File: config.mk
export PLATFORM = sky130hd
export DESIGN_NAME = alu_decode_stage
export DESIGN_NICKNAME = d
export VERILOG_FILES = /design/src/rtl/alu_pkg.sv /design/src/rtl/alu_ctl_decode.sv /design/src/rtl/alu_decode_stage.sv
export SDC_FILE = /design/constraint.sdc
export NUM_CORES = 1
export LEC_CHECK = 0
export ABC_AREA = 1
export BUFFER_PORTS_ARGS = -buffer_cell sky130_fd_sc_hd__buf_4
export CAP_MARGIN = 20
export CORE_MARGIN = 4
export CORE_UTILIZATION = 50
export DETAILED_ROUTE_END_ITERATION = 12
export HOLD_SLACK_MARGIN = 0.12
export PLACE_DENSITY = 0.86
export SYNTH_ARGS = -nofsm -noshare
export SYNTH_HDL_FRONTEND = slang
export SYNTH_HIERARCHICAL = 1
export SYNTH_SLANG_ARGS = --single-unit
File: constraint.sdc
create_clock -name clk -period 2.5 [get_ports clk]
set_clock_uncertainty 0.2 [all_clocks]
set_input_delay 0.375 -clock clk [delete_from_list [all_inputs] [get_ports clk]]
set_output_delay 0.375 -clock clk [all_outputs]
set_load 0.02 [all_outputs]
File: src/rtl/alu_pkg.sv
// Shared ALU control codes, opcodes, instruction fields and ID/EX bundle.
package alu_pkg;

   localparam logic [2:0] CTL_LD  = 3'b000;
   localparam logic [2:0] CTL_ADD = 3'b001;
   localparam logic [2:0] CTL_AND = 3'b010;
   localparam logic [2:0] CTL_SUB = 3'b011;
   localparam logic [2:0] CTL_ASL = 3'b100;
   localparam logic [2:0] CTL_OR  = 3'b101;
   localparam logic [2:0] CTL_ASR = 3'b110;
   localparam logic [2:0] CTL_NOP = 3'b111;

   localparam logic [3:0] OP_NOP  = 4'h0;
   localparam logic [3:0] OP_ADD  = 4'h1;
   localparam logic [3:0] OP_SUB  = 4'h2;
   localparam logic [3:0] OP_AND  = 4'h3;
   localparam logic [3:0] OP_OR   = 4'h4;
   localparam logic [3:0] OP_ASLA = 4'h5;
   localparam logic [3:0] OP_ASRA = 4'h6;
   localparam logic [3:0] OP_LD   = 4'h7;
   localparam logic [3:0] OP_ST   = 4'h8;
   localparam logic [3:0] OP_BR   = 4'h9;
   localparam logic [3:0] OP_ADDI = 4'hA;

   localparam int OP_MSB  = 15;
   localparam int OP_LSB  = 12;
   localparam int RD_MSB  = 11;
   localparam int RD_LSB  = 9;
   localparam int RS_MSB  = 8;
   localparam int RS_LSB  = 6;
   localparam int RT_MSB  = 5;
   localparam int RT_LSB  = 3;
   localparam int IMM_MSB = 5;
   localparam int IMM_LSB = 0;
   localparam int IMM_W   = 6;

   typedef struct packed {
      logic       valid;
      logic [2:0] ctl;
      logic [2:0] rd;
      logic       wr_en;
      logic       mem_rd;
      logic       mem_wr;
      logic       branch;
   } id_ex_t;

   localparam id_ex_t EX_BUBBLE = '{
      valid:  1'b0,
      ctl:    CTL_NOP,
      rd:     3'd0,
      wr_en:  1'b0,
      mem_rd: 1'b0,
      mem_wr: 1'b0,
      branch: 1'b0
   };

endpackage

File: src/rtl/alu_ctl_decode.sv
// Opcode to ALU control and pipeline flag decoder.
module alu_ctl_decode (
   input  logic [3:0] op,
   output logic [2:0] ctl,
   output logic       wr_en,
   output logic       mem_rd,
   output logic       mem_wr,
   output logic       branch,
   output logic       uses_rs,
   output logic       uses_rt,
   output logic       imm_sel,
   output logic       illegal
);
   import alu_pkg::*;

   always_comb begin
      ctl     = CTL_NOP;
      wr_en   = 1'b0;
      mem_rd  = 1'b0;
      mem_wr  = 1'b0;
      branch  = 1'b0;
      uses_rs = 1'b0;
      uses_rt = 1'b0;
      imm_sel = 1'b0;
      illegal = 1'b0;
      unique case (op)
         OP_NOP: ;
         OP_ADD: begin
            ctl = CTL_ADD; wr_en = 1'b1;
            uses_rs = 1'b1; uses_rt = 1'b1;
         end
         OP_SUB: begin
            ctl = CTL_SUB; wr_en = 1'b1;
            uses_rs = 1'b1; uses_rt = 1'b1;
         end
         OP_AND: begin
            ctl = CTL_AND; wr_en = 1'b1;
            uses_rs = 1'b1; uses_rt = 1'b1;
         end
         OP_OR: begin
            ctl = CTL_OR; wr_en = 1'b1;
            uses_rs = 1'b1; uses_rt = 1'b1;
         end
         OP_ASLA: begin
            ctl = CTL_ASL; wr_en = 1'b1; uses_rs = 1'b1;
         end
         OP_ASRA: begin
            ctl = CTL_ASR; wr_en = 1'b1; uses_rs = 1'b1;
         end
         OP_LD: begin
            ctl = CTL_LD; wr_en = 1'b1;
            mem_rd = 1'b1; uses_rs = 1'b1;
         end
         OP_ST: begin
            ctl = CTL_LD; mem_wr = 1'b1;
            uses_rs = 1'b1; uses_rt = 1'b1;
         end
         OP_BR: begin
            ctl = CTL_NOP; branch = 1'b1;
         end
         OP_ADDI: begin
            ctl = CTL_ADD; wr_en = 1'b1;
            uses_rs = 1'b1; imm_sel = 1'b1;
         end
         default: illegal = 1'b1;
      endcase
   end

endmodule

File: src/rtl/alu_decode_stage.sv
// Decode stage and ID/EX register feeding the ALU, with load-use
// hazard bubbling, downstream stall/flush and a bubble counter.
module alu_decode_stage #(
   parameter int SIZE  = 10,
   parameter int CNT_W = 8
) (
   input  logic            clk,
   input  logic            rst,
   input  logic            instr_valid,
   input  logic [15:0]     instr,
   output logic            instr_ready,
   output logic [2:0]      rs_addr,
   output logic [2:0]      rt_addr,
   input  logic [SIZE-1:0] rs_data,
   input  logic [SIZE-1:0] rt_data,
   input  logic            stall_i,
   input  logic            flush_i,
   output logic            ex_valid,
   output logic [2:0]      ex_ctl,
   output logic [SIZE-1:0] ex_in1,
   output logic [SIZE-1:0] ex_in2,
   output logic [2:0]      ex_rd,
   output logic            ex_wr_en,
   output logic            ex_mem_rd,
   output logic            ex_mem_wr,
   output logic            ex_branch,
   output logic            illegal_o,
   output logic [CNT_W-1:0] hazard_cnt
);
   import alu_pkg::*;

   logic [3:0]       op;
   logic [2:0]       rd_f;
   logic [IMM_W-1:0] imm;
   logic [SIZE-1:0]  imm_ext;

   logic [2:0] d_ctl;
   logic d_wr_en, d_mem_rd, d_mem_wr, d_branch;
   logic d_uses_rs, d_uses_rt, d_imm_sel, d_illegal, d_live;

   id_ex_t          ex_q, ex_d;
   logic [SIZE-1:0] in1_q, in1_d, in2_q, in2_d;
   logic            ill_q, ill_d;
   logic [CNT_W-1:0] cnt_q, cnt_d;

   logic hazard;
   logic sel_flush, sel_hold, sel_haz, sel_dec, sel_idle;

   assign op      = instr[OP_MSB:OP_LSB];
   assign rd_f    = instr[RD_MSB:RD_LSB];
   assign rs_addr = instr[RS_MSB:RS_LSB];
   assign rt_addr = instr[RT_MSB:RT_LSB];
   assign imm     = instr[IMM_MSB:IMM_LSB];
   assign imm_ext = {{(SIZE-IMM_W){imm[IMM_W-1]}}, imm};

   alu_ctl_decode u_dec (
      .op      (op),
      .ctl     (d_ctl),
      .wr_en   (d_wr_en),
      .mem_rd  (d_mem_rd),
      .mem_wr  (d_mem_wr),
      .branch  (d_branch),
      .uses_rs (d_uses_rs),
      .uses_rt (d_uses_rt),
      .imm_sel (d_imm_sel),
      .illegal (d_illegal)
   );

   assign d_live = (op != OP_NOP) && !d_illegal;

   assign hazard = ex_q.valid & ex_q.mem_rd & instr_valid &
                   (((ex_q.rd == rs_addr) & d_uses_rs) |
                    ((ex_q.rd == rt_addr) & d_uses_rt));

   // One-hot cycle selection; flush outranks stall outranks hazard.
   assign sel_flush = flush_i;
   assign sel_hold  = !flush_i & stall_i;
   assign sel_haz   = !flush_i & !stall_i & hazard;
   assign sel_dec   = !flush_i & !stall_i & !hazard & instr_valid;
   assign sel_idle  = !flush_i & !stall_i & !hazard & !instr_valid;

   assign instr_ready = !rst & !sel_hold & !sel_haz;

   always_comb begin
      ex_d  = EX_BUBBLE;
      in1_d = '0;
      in2_d = '0;
      ill_d = 1'b0;
      cnt_d = cnt_q;
      unique case (1'b1)
         sel_hold: begin
            ex_d  = ex_q;
            in1_d = in1_q;
            in2_d = in2_q;
         end
         sel_haz: begin
            cnt_d = (&cnt_q) ? cnt_q : cnt_q + 1'b1;
         end
         sel_dec: begin
            ill_d = d_illegal;
            if (d_live) begin
               ex_d = '{
                  valid:  1'b1,
                  ctl:    d_ctl,
                  rd:     rd_f,
                  wr_en:  d_wr_en,
                  mem_rd: d_mem_rd,
                  mem_wr: d_mem_wr,
                  branch: d_branch
               };
               in1_d = d_uses_rs ? rs_data : '0;
               in2_d = d_imm_sel ? imm_ext :
                       d_uses_rt ? rt_data : '0;
            end
         end
         sel_flush, sel_idle: ;
      endcase
   end

   always_ff @(posedge clk) begin
      if (rst) begin
         ex_q  <= EX_BUBBLE;
         in1_q <= '0;
         in2_q <= '0;
         ill_q <= 1'b0;
         cnt_q <= '0;
      end else begin
         ex_q  <= ex_d;
         in1_q <= in1_d;
         in2_q <= in2_d;
         ill_q <= ill_d;
         cnt_q <= cnt_d;
      end
   end

   assign ex_valid   = ex_q.valid;
   assign ex_ctl     = ex_q.ctl;
   assign ex_rd      = ex_q.rd;
   assign ex_wr_en   = ex_q.wr_en;
   assign ex_mem_rd  = ex_q.mem_rd;
   assign ex_mem_wr  = ex_q.mem_wr;
   assign ex_branch  = ex_q.branch;
   assign ex_in1     = in1_q;
   assign ex_in2     = in2_q;
   assign illegal_o  = ill_q;
   assign hazard_cnt = cnt_q;

endmodule

==> results of run 1 <==
-- cell usage after synthesis, types with 2 or more instances --
cell type / instances / share of area
xor2_1: 5 / 0.019
a21oi_2: 9 / 0.035
nor2_4: 2 / 0.0099
clkbuf_1: 9 / 0.015
buf_6: 4 / 0.020
nand4_1: 9 / 0.025
buf_4: 6 / 0.020
inv_1: 27 / 0.045
nor3_1: 2 / 0.0044
o21ai_1: 2 / 0.0044
nand3_1: 7 / 0.015
a21oi_1: 33 / 0.073
nand2_2: 12 / 0.033
dfxtp_1: 40 / 0.35
a22oi_1: 5 / 0.016
nand2_1: 111 / 0.18
inv_2: 3 / 0.0049
nor2_1: 49 / 0.081
-- registers in the layout (all words and copies together) (netlist names) --
register	cells
ex_in1	10
ex_in2	10
hazard_cnt	8
ex_ctl	3
ex_rd	3
ex_branch	1
ex_mem_rd	1
ex_mem_wr	1
ex_valid	1
ex_wr_en	1
illegal_o	1
-- what timing repair did --
item,4_1_cts,5_1_grt
hold endpoints to repair,0,0
setup endpoints to repair,0,1
gates resized for setup,0,3
-- cell type report --
type | count | share of cell area
timing repair buffer | 93 | 0.2343
sequential | 40 | 0.2640
clock buffer | 6 | 0.02723
multi-input combinational | 254 | 0.4088
tap | 52 | 0.02145
clock inverter | 2 | 0.004950
inverter | 31 | 0.03919
-- metrics by stage --
stage	setup slack, ns	utilization
5_1_grt	0.01509	0.6918
2_1_floorplan	0.4994	-
3_5_place_dp	0.1410	0.6672
4_1_cts	0.08673	0.6895
3_3_place_gp	0.2471	0.6672
6_report	0.1626	0.6918
-- per-layer routing --
metal  wire length, µm  track usage
met1              2608       0.2849
met2              3129       0.3902
met3               667      0.06596
met4               115      0.07767
met5                 0            0
-- cell families (layout without fill, tap and decap cells) --
| group | after synthesis | count (layout) | synth area share |
|---|---|---|---|
| buffers and inverters | 52 | 132 | 0.1105 |
| XOR/XNOR | 5 | 5 | 0.01924 |
| AO/OA/AOI/OAI | 52 | 52 | 0.1418 |
| AND/OR/NAND/NOR | 196 | 196 | 0.3711 |
| flip-flops | 40 | 40 | 0.3518 |
| adder cells (fa/ha/maj) | 1 | 1 | 0.005497 |
-- worst paths after layout --
| check | to | slack [ns] |
|---|---|---|
| setup / recovery | instr_ready | 0.16 |
| hold / removal | ex_rd[1]$_SDFFE_PP0N_ | 0.16 |
| setup reg to reg | hazard_cnt[1]$_SDFFE_PP0P_ | 0.77 |
| hold reg to reg | ex_mem_wr$_SDFFE_PP0N_ | 0.27 |
-- critical path: cells and delay by family --
kind / cells / cell delay, ns
AND/OR/NAND/NOR: 10 / 0.97
buffers and inverters: 4 / 0.42
-- power by group through the flow --
stage                     sequential (mW)  clock [mW]  combinational [mW]
final                               0.649       0.467               0.248
after floorplan                     0.671           0               0.136
after global placement              0.663           0               0.239
after detailed placement            0.664           0               0.244
after CTS                           0.649       0.477               0.245
after global routing                0.650       0.497               0.270
==> results.toml, run 1 <==
[synthesis]
synth_ff_type = "dfxtp_1"
async_flop_share = 0
synth-seq-cells = 40
synth-edff-count = 0
synth_cells = 346
syn_std_cell_area_um2 = 2276
synth.net_count = 388
ys.warnings.count = 6
avgSynthCellArea_um2 = 6.578
synth.distinct_cells = 29
sequential_fraction_of_the_synthesis_area = 0.3518

[routing]
drt_first_iter_violations = 113
detail-route-antenna-nets = 0
routed_wl_mm = 6.521
routedWlPerCell_um = 13.64
num_vias = 2497
drt_via_density = 5.224
detailedRoute.firstPassIterationCount = 5
drc = 0

[pwr]
switching_power_mw = 0.3943
netSwitchingFraction = 0.2892
total_power_mw = 1.363
worst_ir_drop_vdd_mv = 0.4032
p_seq_frac = 0.476
powerDensity_nw_per_um2 = 449.5
p_int_mw = 0.9690
part_of_the_total_power_dissipated_in_combinational_logic = 0.182
clock_power_share = 0.342
p_leak_nw = 1.383

[floorplanning]
boundary_pins = 88
die_x_um = 75.47
chipHeight_um = 75.47
initial_cell_density_of_the_core = 0.5191
design.die.area_um2 = 5695
core.rowCount = 24
core_area_um2 = 4384

[setup_path]
critical_path.max_stage_delay_ns = 0.15
worstSetupStartpointType = "input pin"
critical_path_class = "in -> out"
critPathCaptureType = "primary output"
rr_startpoint = "ex_rd[0]$_SDFFE_PP0N_"
timing.critical_path.arrival_ns = 1.76
timing.reg2reg.worst_path_depth = 10
worst-path-max-fanout = 5
worst_path_most_repeated_cell = "nand2_1"
path_cells = "buf_4, inv_2, nand2_1, nor2_1, nor2_1, nand2_1, nand2_1, nor2_1, nand2_1, nand2_4, nand3_2, nand3_2, inv_1, buf_4"
timing.critical_path.required_ns = 1.92
critical-path-slowest-cell = "buf_4"
critical_path.startpoint = "instr[13]"

[timing]
headroom_to_the_max_slew_limit = 0.6874
fin_tns_setup_ns = 0
finalHoldWorstSlack_ns = 0.1557
finalCritPeriodShare = 0.9349
max_freq_mhz = 427.8
hold_viol = 0
worst_slew_pin_slew_ns = 0.4672
slew_viol_final = 0
final.min_clock_period_ns = 2.337
setup-violations-final = 0
setup_repair_after_global_routing_missed_its_margin = "no"

[layout]
layout.cells.non_filler = 478
multiInputGateArea_um2 = 1240
layout.area.seq_um2 = 800.8
layout.cell_area.non_filler_um2 = 3033
final_net_count = 467
layout_cell_share_with_drive_strength_beyond_1 = 0.3216
fillCellCount = 378
antenna-diode-count = 0
leading_cell_type_in_the_layout_fill_and_taps_excluded = "nand2_1"
final_cell_mix = "111 x nand2_1, 92 x buf_4, 48 x nor2_1"
area_added_between_synthesis_and_finish_pct = 33.26

[worst_hold_path]
timing.hold.worst.start = "instr[10]"
hold_depth = 3
min-delay-path-class = "in -> reg"

[clock_network]
numCtsBuffers = 5
clk_pin_slew_ns = 0.08
post-cts-setup-buffers = 0
tritoncts_num_sinks = 40
cts_tree = "built"
hold_buffers = 0
cts.root.buffer_cell = "clkbuf_8"
cts.htree.levels = 2
max-clock-path-buffers = 2
worst_skew_pair.late_latency_ns = 0.29

[placed_design]
detailedPlacementHpwl_mm = 4.681
port_buffer_count = 87
placedInstanceArea_um2 = 2925
post-place-cells = 470
place.gp.congestion = 0.8744

[global_route]
grt_usage = 0.2321
initial_antenna_violation_count = 0
global_route.overflow_total = 0
first_pass_grt_wire_length_mm = 10.21
grt_max_degree = 37
first_global_vias = 2291

[run_status]
outcome = "finished clean"

[run]
max-cap-violations = 0
(Power assumes the default switching activity.)
==> run 2, diff against run 1 <==
- ABC_AREA: 1 -> unset
- PLACE_DENSITY: 0.86 -> 0.89
==> results.toml, run 2 <==
[timing]
fin_tns_setup_ns = 0
hold_viol = 0
max_freq_mhz = 416.3
setup-violations-final = 0
final_critical_path_setup_slack_ns = 0.09775
finalCritPeriodShare = 0.9609
final.min_clock_period_ns = 2.402
headroom_to_the_max_slew_limit = 0.5598
slew_viol_final = 0
finalHoldWorstSlack_ns = 0.1262
setup_repair_after_global_routing_missed_its_margin = "no"
worst_slew_pin_slew_ns = 0.6589

[clock_network]
numCtsBuffers = 5
cts.htree.levels = 2
worst_skew_pair.late_latency_ns = 0.30
clk_pin_slew_ns = 0.07
max-clock-path-buffers = 2
post-cts-setup-buffers = 0
cts_tree = "built"
cts.root.buffer_cell = "clkbuf_8"
postCtsResizedCells = 0
tritoncts_num_sinks = 40
hold_buffers = 6

[synthesis]
synth_ff_type = "dfxtp_1"
async_flop_share = 0
ys.warnings.count = 6
synth.net_count = 238
syn_std_cell_area_um2 = 1923
synth_cells = 196
synth-edff-count = 0
synth_area_leader = "dfxtp_1"
avgSynthCellArea_um2 = 9.812
synth.area.top_cells = "dfxtp_1 42%, a32o_1 3.6%, xnor2_1 3.6%"
synth.distinct_cells = 54
synth-seq-cells = 40
yosys.area.top_type_share = 0.4164
yosys-top-cells-count = "40 x dfxtp_1, 15 x nand2_1, 11 x nor2_1, 10 x a21oi_1, 9 x buf_4"
sequential_fraction_of_the_synthesis_area = 0.4164
yosysMostFrequentCell = "dfxtp_1"

[layout]
antenna-diode-count = 0
layout.cell_area.non_filler_um2 = 2764
leading_cell_type_in_the_layout_fill_and_taps_excluded = "buf_4"
fillCellCount = 280
final_core_utilization = 0.7493
layout.cells.non_filler = 333
layout_cell_share_with_drive_strength_beyond_1 = 0.4386
final_cell_mix = "93 x buf_4, 40 x dfxtp_1, 15 x nand2_1"
final_net_count = 326
area_added_between_synthesis_and_finish_pct = 43.72

[setup_path]
path_cells = "buf_4, or2_2, mux2i_1, nand4_2, nand2_4, a31oi_1, o21ba_2, buf_4"
worst_path_most_repeated_cell = "buf_4"
rr_startpoint = "hazard_cnt[0]$_SDFFE_PP0P_"
critical_path_class = "in -> out"
critical_path.max_stage_delay_ns = 0.32
timing.critical_path.arrival_ns = 1.83
critical-path-slowest-cell = "or2_2"
critical_path.startpoint = "instr[12]"
critPathCaptureType = "primary output"
worst-path-max-fanout = 4
timing.critical_path.required_ns = 1.92
worstSetupStartpointType = "input pin"

[routing]
drt_first_iter_violations = 152
num_vias = 1839
routed_wl_mm = 5.098
drt_via_density = 5.523
dr_wl_met3_um = 356
m1WireLength_mm = 2.071
route.top_layer_used = "met4"
routedWlPerCell_um = 15.31
detail-route-antenna-nets = 0
drc = 0
detailroute.wirelength.met2_mm = 2.613
detailedRoute.firstPassIterationCount = 4

[placed_design]
detailedPlacementHpwl_mm = 3.753
place.gp.congestion = 0.9091
placedInstanceArea_um2 = 2577
detailedPlace.worstSlack_ns = 0.1245
post-place-cells = 319
port_buffer_count = 87

[pwr]
clock_power_share = 0.408
p_int_mw = 1.095
worst_ir_drop_vdd_mv = 0.4269
p_leak_nw = 1.190
part_of_the_total_power_dissipated_in_combinational_logic = 0.137
switching_power_mw = 0.3281
powerDensity_nw_per_um2 = 514.8
netSwitchingFraction = 0.2306
p_seq_frac = 0.454
total_power_mw = 1.423

[global_route]
global_route.overflow_total = 0
first_global_vias = 1820
initial_antenna_violation_count = 0
grt_max_degree = 29
first_pass_grt_wire_length_mm = 8.411
grt_usage = 0.2086

[floorplanning]
initial_cell_density_of_the_core = 0.5214
boundary_pins = 88
core.rowCount = 22
die_x_um = 70.02
core_area_um2 = 3689
design.die.area_um2 = 4902
chipHeight_um = 70.02

[worst_hold_path]
timing.hold.worst.start = "rs_data[0]"
min-delay-path-class = "in -> reg"

[run_status]
outcome = "finished clean"

[run]
max-cap-violations = 0
[run 2: final timing paths]
kind / end / slack, ns / depth (start not counted)
setup / recovery: instr_ready / 0.1 / 8
hold / removal: ex_in1[0]$_SDFFE_PP0N_ / 0.13 / 2
hold reg to reg: ex_in2[8]$_SDFFE_PP0N_ / 0.25 / 2
setup reg to reg: hazard_cnt[7]$_SDFFE_PP0P_ / 0.52 / 6
[run 2: cells by family (layout without fill, tap and decap cells)]
| logic type | count (synthesis) | count (layout) | share of synthesized area |
|---|---|---|---|
| compound gates | 63 | 63 | 0.2674 |
| simple gates | 56 | 56 | 0.1698 |
| flops | 40 | 40 | 0.4164 |
| buf+inv | 22 | 111 | 0.07156 |
| xor+xnor | 9 | 9 | 0.04099 |
| mux | 5 | 5 | 0.02733 |
| fa+ha+maj | 1 | 1 | 0.006505 |
[run 2: area by class of cell]
class                           instances  area, µm²  share of cell area
Sequential cell                        40      800.8              0.2897
Clock inverter                          1      30.03             0.01086
Multi-Input combinational cell        134      987.2              0.3572
Timing Repair Buffer                  100      778.2              0.2816
Tap cell                               48      60.06             0.02173
Clock buffer                            7      96.34             0.03486
Inverter                                3      11.26            0.004074
[run 2: power groups by stage]
stage / Sequential [mW] / Combinational (mW) / Clock, mW
finish: 0.646 / 0.196 / 0.581
global route: 0.647 / 0.212 / 0.612
CTS: 0.646 / 0.196 / 0.588
detailed placement: 0.661 / 0.187 / 0
global placement: 0.661 / 0.184 / 0
floorplan: 0.668 / 0.0981 / 0
[run 2: worst max-delay path: cells and delay by family]
family	cells	cell delay, ns
muxes	1	0.24
and+or+nand+nor	3	0.66
AOI/OAI and AO/OA	2	0.29
buffers and inverters	2	0.27
[run 2: metal layers]
| metal | up-vias | global-route usage |
|---|---|---|
| li1 | 897 | - |
| met3 | 6 | 0.06763 |
| met1 | 867 | 0.2381 |
| met4 | 0 | 0.04894 |
| met2 | 69 | 0.3746 |
| met5 | - | 0 |
==> run 3, diff against run 2 <==
- CORE_UTILIZATION: 50 -> 42
- PLACE_DENSITY: 0.89 -> 0.8
- clock period: 2.5 -> 1.9 ns (I/O delays scaled with it)
==> results.toml, run 3 (synthesized netlist as in run 2, its figures left out) <==
[run_status]
outcome = "finished, violations left"
failing_checks = "setup timing"

[floorplanning]
chipHeight_um = 75.67
die_x_um = 75.67
initial_cell_density_of_the_core = 0.4386
core_area_um2 = 4384
design.die.area_um2 = 5725
boundary_pins = 88
core.rowCount = 24

[routing]
num_vias = 2195
detailedRoute.firstPassIterationCount = 4
drt_first_iter_violations = 195
drt_via_density = 5.599
detail-route-antenna-nets = 0
drc = 0
routedWlPerCell_um = 18.26
routed_wl_mm = 7.157

[setup_path]
worst-path-max-fanout = 3
rr_startpoint = "hazard_cnt[0]$_SDFFE_PP0P_"
critical_path.startpoint = "instr[12]"
critical_path.reg2reg.endpoint = "hazard_cnt[7]$_SDFFE_PP0P_"
critical_path_class = "in -> out"
worstSetupStartpointType = "input pin"
timing.critical_path.arrival_ns = 1.57
timing.reg2reg.worst_path_depth = 6
critPathCaptureType = "primary output"
timing.reg2reg.setup_slack_ns = -0.09
timing.critical_path.required_ns = 1.41

[clock_network]
cts.htree.levels = 2
numCtsBuffers = 5
cts_tree = "built"
clk_pin_slew_ns = 0.07
worst_skew_pair.late_latency_ns = 0.29
cts.root.buffer_cell = "clkbuf_8"
tritoncts_num_sinks = 40
max-clock-path-buffers = 2

[placed_design]
detailedPlace.worstSlack_ns = -0.3719
detailedPlacementHpwl_mm = 4.380
place.gp.congestion = 0.8244
port_buffer_count = 87

[timing]
max_freq_mhz = 485.9
hold_viol = 0
finalCritPeriodShare = 1.083
worst_slew_pin_slew_ns = 0.4553
setup_repair_after_global_routing_missed_its_margin = "yes"
final.min_clock_period_ns = 2.058
finalHoldWorstSlack_ns = 0.2097
final_critical_path_setup_slack_ns = -0.1581
setup-violations-final = 22
slew_viol_final = 0
headroom_to_the_max_slew_limit = 0.6957

[layout]
final_cell_mix = "116 x buf_4, 35 x dfxtp_1, 27 x dlygate4sd3_1"
layout_cell_share_with_drive_strength_beyond_1 = 0.5471
antenna-diode-count = 0
fillCellCount = 268
final_net_count = 382
area_added_between_synthesis_and_finish_pct = 80.81
leading_cell_type_in_the_layout_fill_and_taps_excluded = "buf_4"

[global_route]
grt_usage = 0.2299
first_pass_grt_wire_length_mm = 10.01
global_route.overflow_total = 0
grt_max_degree = 22
initial_antenna_violation_count = 0
first_global_vias = 2190

[run]
max-cap-violations = 0

[worst_hold_path]
timing.hold.worst.start = "rst"
min-delay-path-class = "in -> reg"
holdPathEnd = "hazard_cnt[3]$_SDFFE_PP0P_"
hold_depth = 3

[pwr]
worst_ir_drop_vdd_mv = 0.6302
total_power_mw = 1.799
p_leak_nw = 1.496
powerDensity_nw_per_um2 = 517.5
==> run 3: cell types whose count changed in the layout (fill, tap and decap cells not counted), moves of 3 or more <==
cell           before  now
dlygate4sd3_1       6   27
o21ai_2             0    9
dfxtp_1            40   35
buf_6               0   12
o21ai_0             8    0
dfxtp_4             0    3
buf_4              93  116
xnor2_4             0    5
xnor2_1             8    2
==> run 3: critical path: stages <==
cell and delay [ns]:
buf_6 0.10, buf_6 0.11, o22ai_2 0.14, o31a_1 0.22
nand4_4 0.16, nand2_4 0.13, a31oi_4 0.08, o21ba_4 0.22
buf_6 0.12
==> run 3: area by class of cell <==
class	count	area [µm²]	share of cell area
Sequential cell	40	814.5	0.2343
Clock inverter	2	12.51	0.003598
Inverter	3	13.76	0.003958
Timing Repair Buffer	156	1296	0.3728
Tap cell	52	65.06	0.01871
Multi-Input combinational cell	134	1206	0.3469
Clock buffer	5	68.82	0.01979
==> run 3: where the power goes <==
group          internal [mW]  switching, mW
clock network          0.249          0.305
logic                  0.220          0.177
registers              0.842        0.00687
total                   1.31          0.489
==> run 3: how the worst max path moves through the flow <==
stage                                      end  slack [ns]
CTS                                instr_ready       -0.13
global route                       instr_ready       -0.20
detailed placement  hazard_cnt[7]$_SDFFE_PP0P_       -0.37
floorplan               ex_in1[7]$_SDFFE_PP0N_       -0.15
global placement        ex_in2[6]$_SDFFE_PP0N_       -0.27
finish                             instr_ready       -0.16
==> run 3: timing repair <==
action / 4_1_cts / 5_1_grt
gates cloned: 0 / 1
endpoints found under the setup margin: 6 / 31
gates resized for setup: 21 / 33
endpoints found under the hold margin: 24 / 0
hold buffers: 27 / 0
buffers inserted: 3 / 4
pin swaps: 5 / 15
==> run 3: metrics by stage <==
stage / util / cells / instance area [µm²] / TNS (ns)
global placement: 0.6447 / 352 / 2826 / -6.595
CTS: 0.7554 / 388 / 3312 / -0.4198
global route: 0.7931 / 392 / 3477 / -2.236
finish: 0.7931 / 392 / 3477 / -0.7806
detailed placement: 0.6447 / 352 / 2826 / -8.888
floorplan: - / 196 / 1967 / -2.594
==> run 3: per-layer routing <==
metal  wire length, µm  part of all wire  vias up  global-route usage
li1                  -                 -     1007                   -
met2              3953              0.55      104              0.4382
met5                 0                 0        -                   0
met1              2497              0.35     1058              0.2490
met4               248             0.035        0             0.06602
met3               458             0.064       26             0.05673
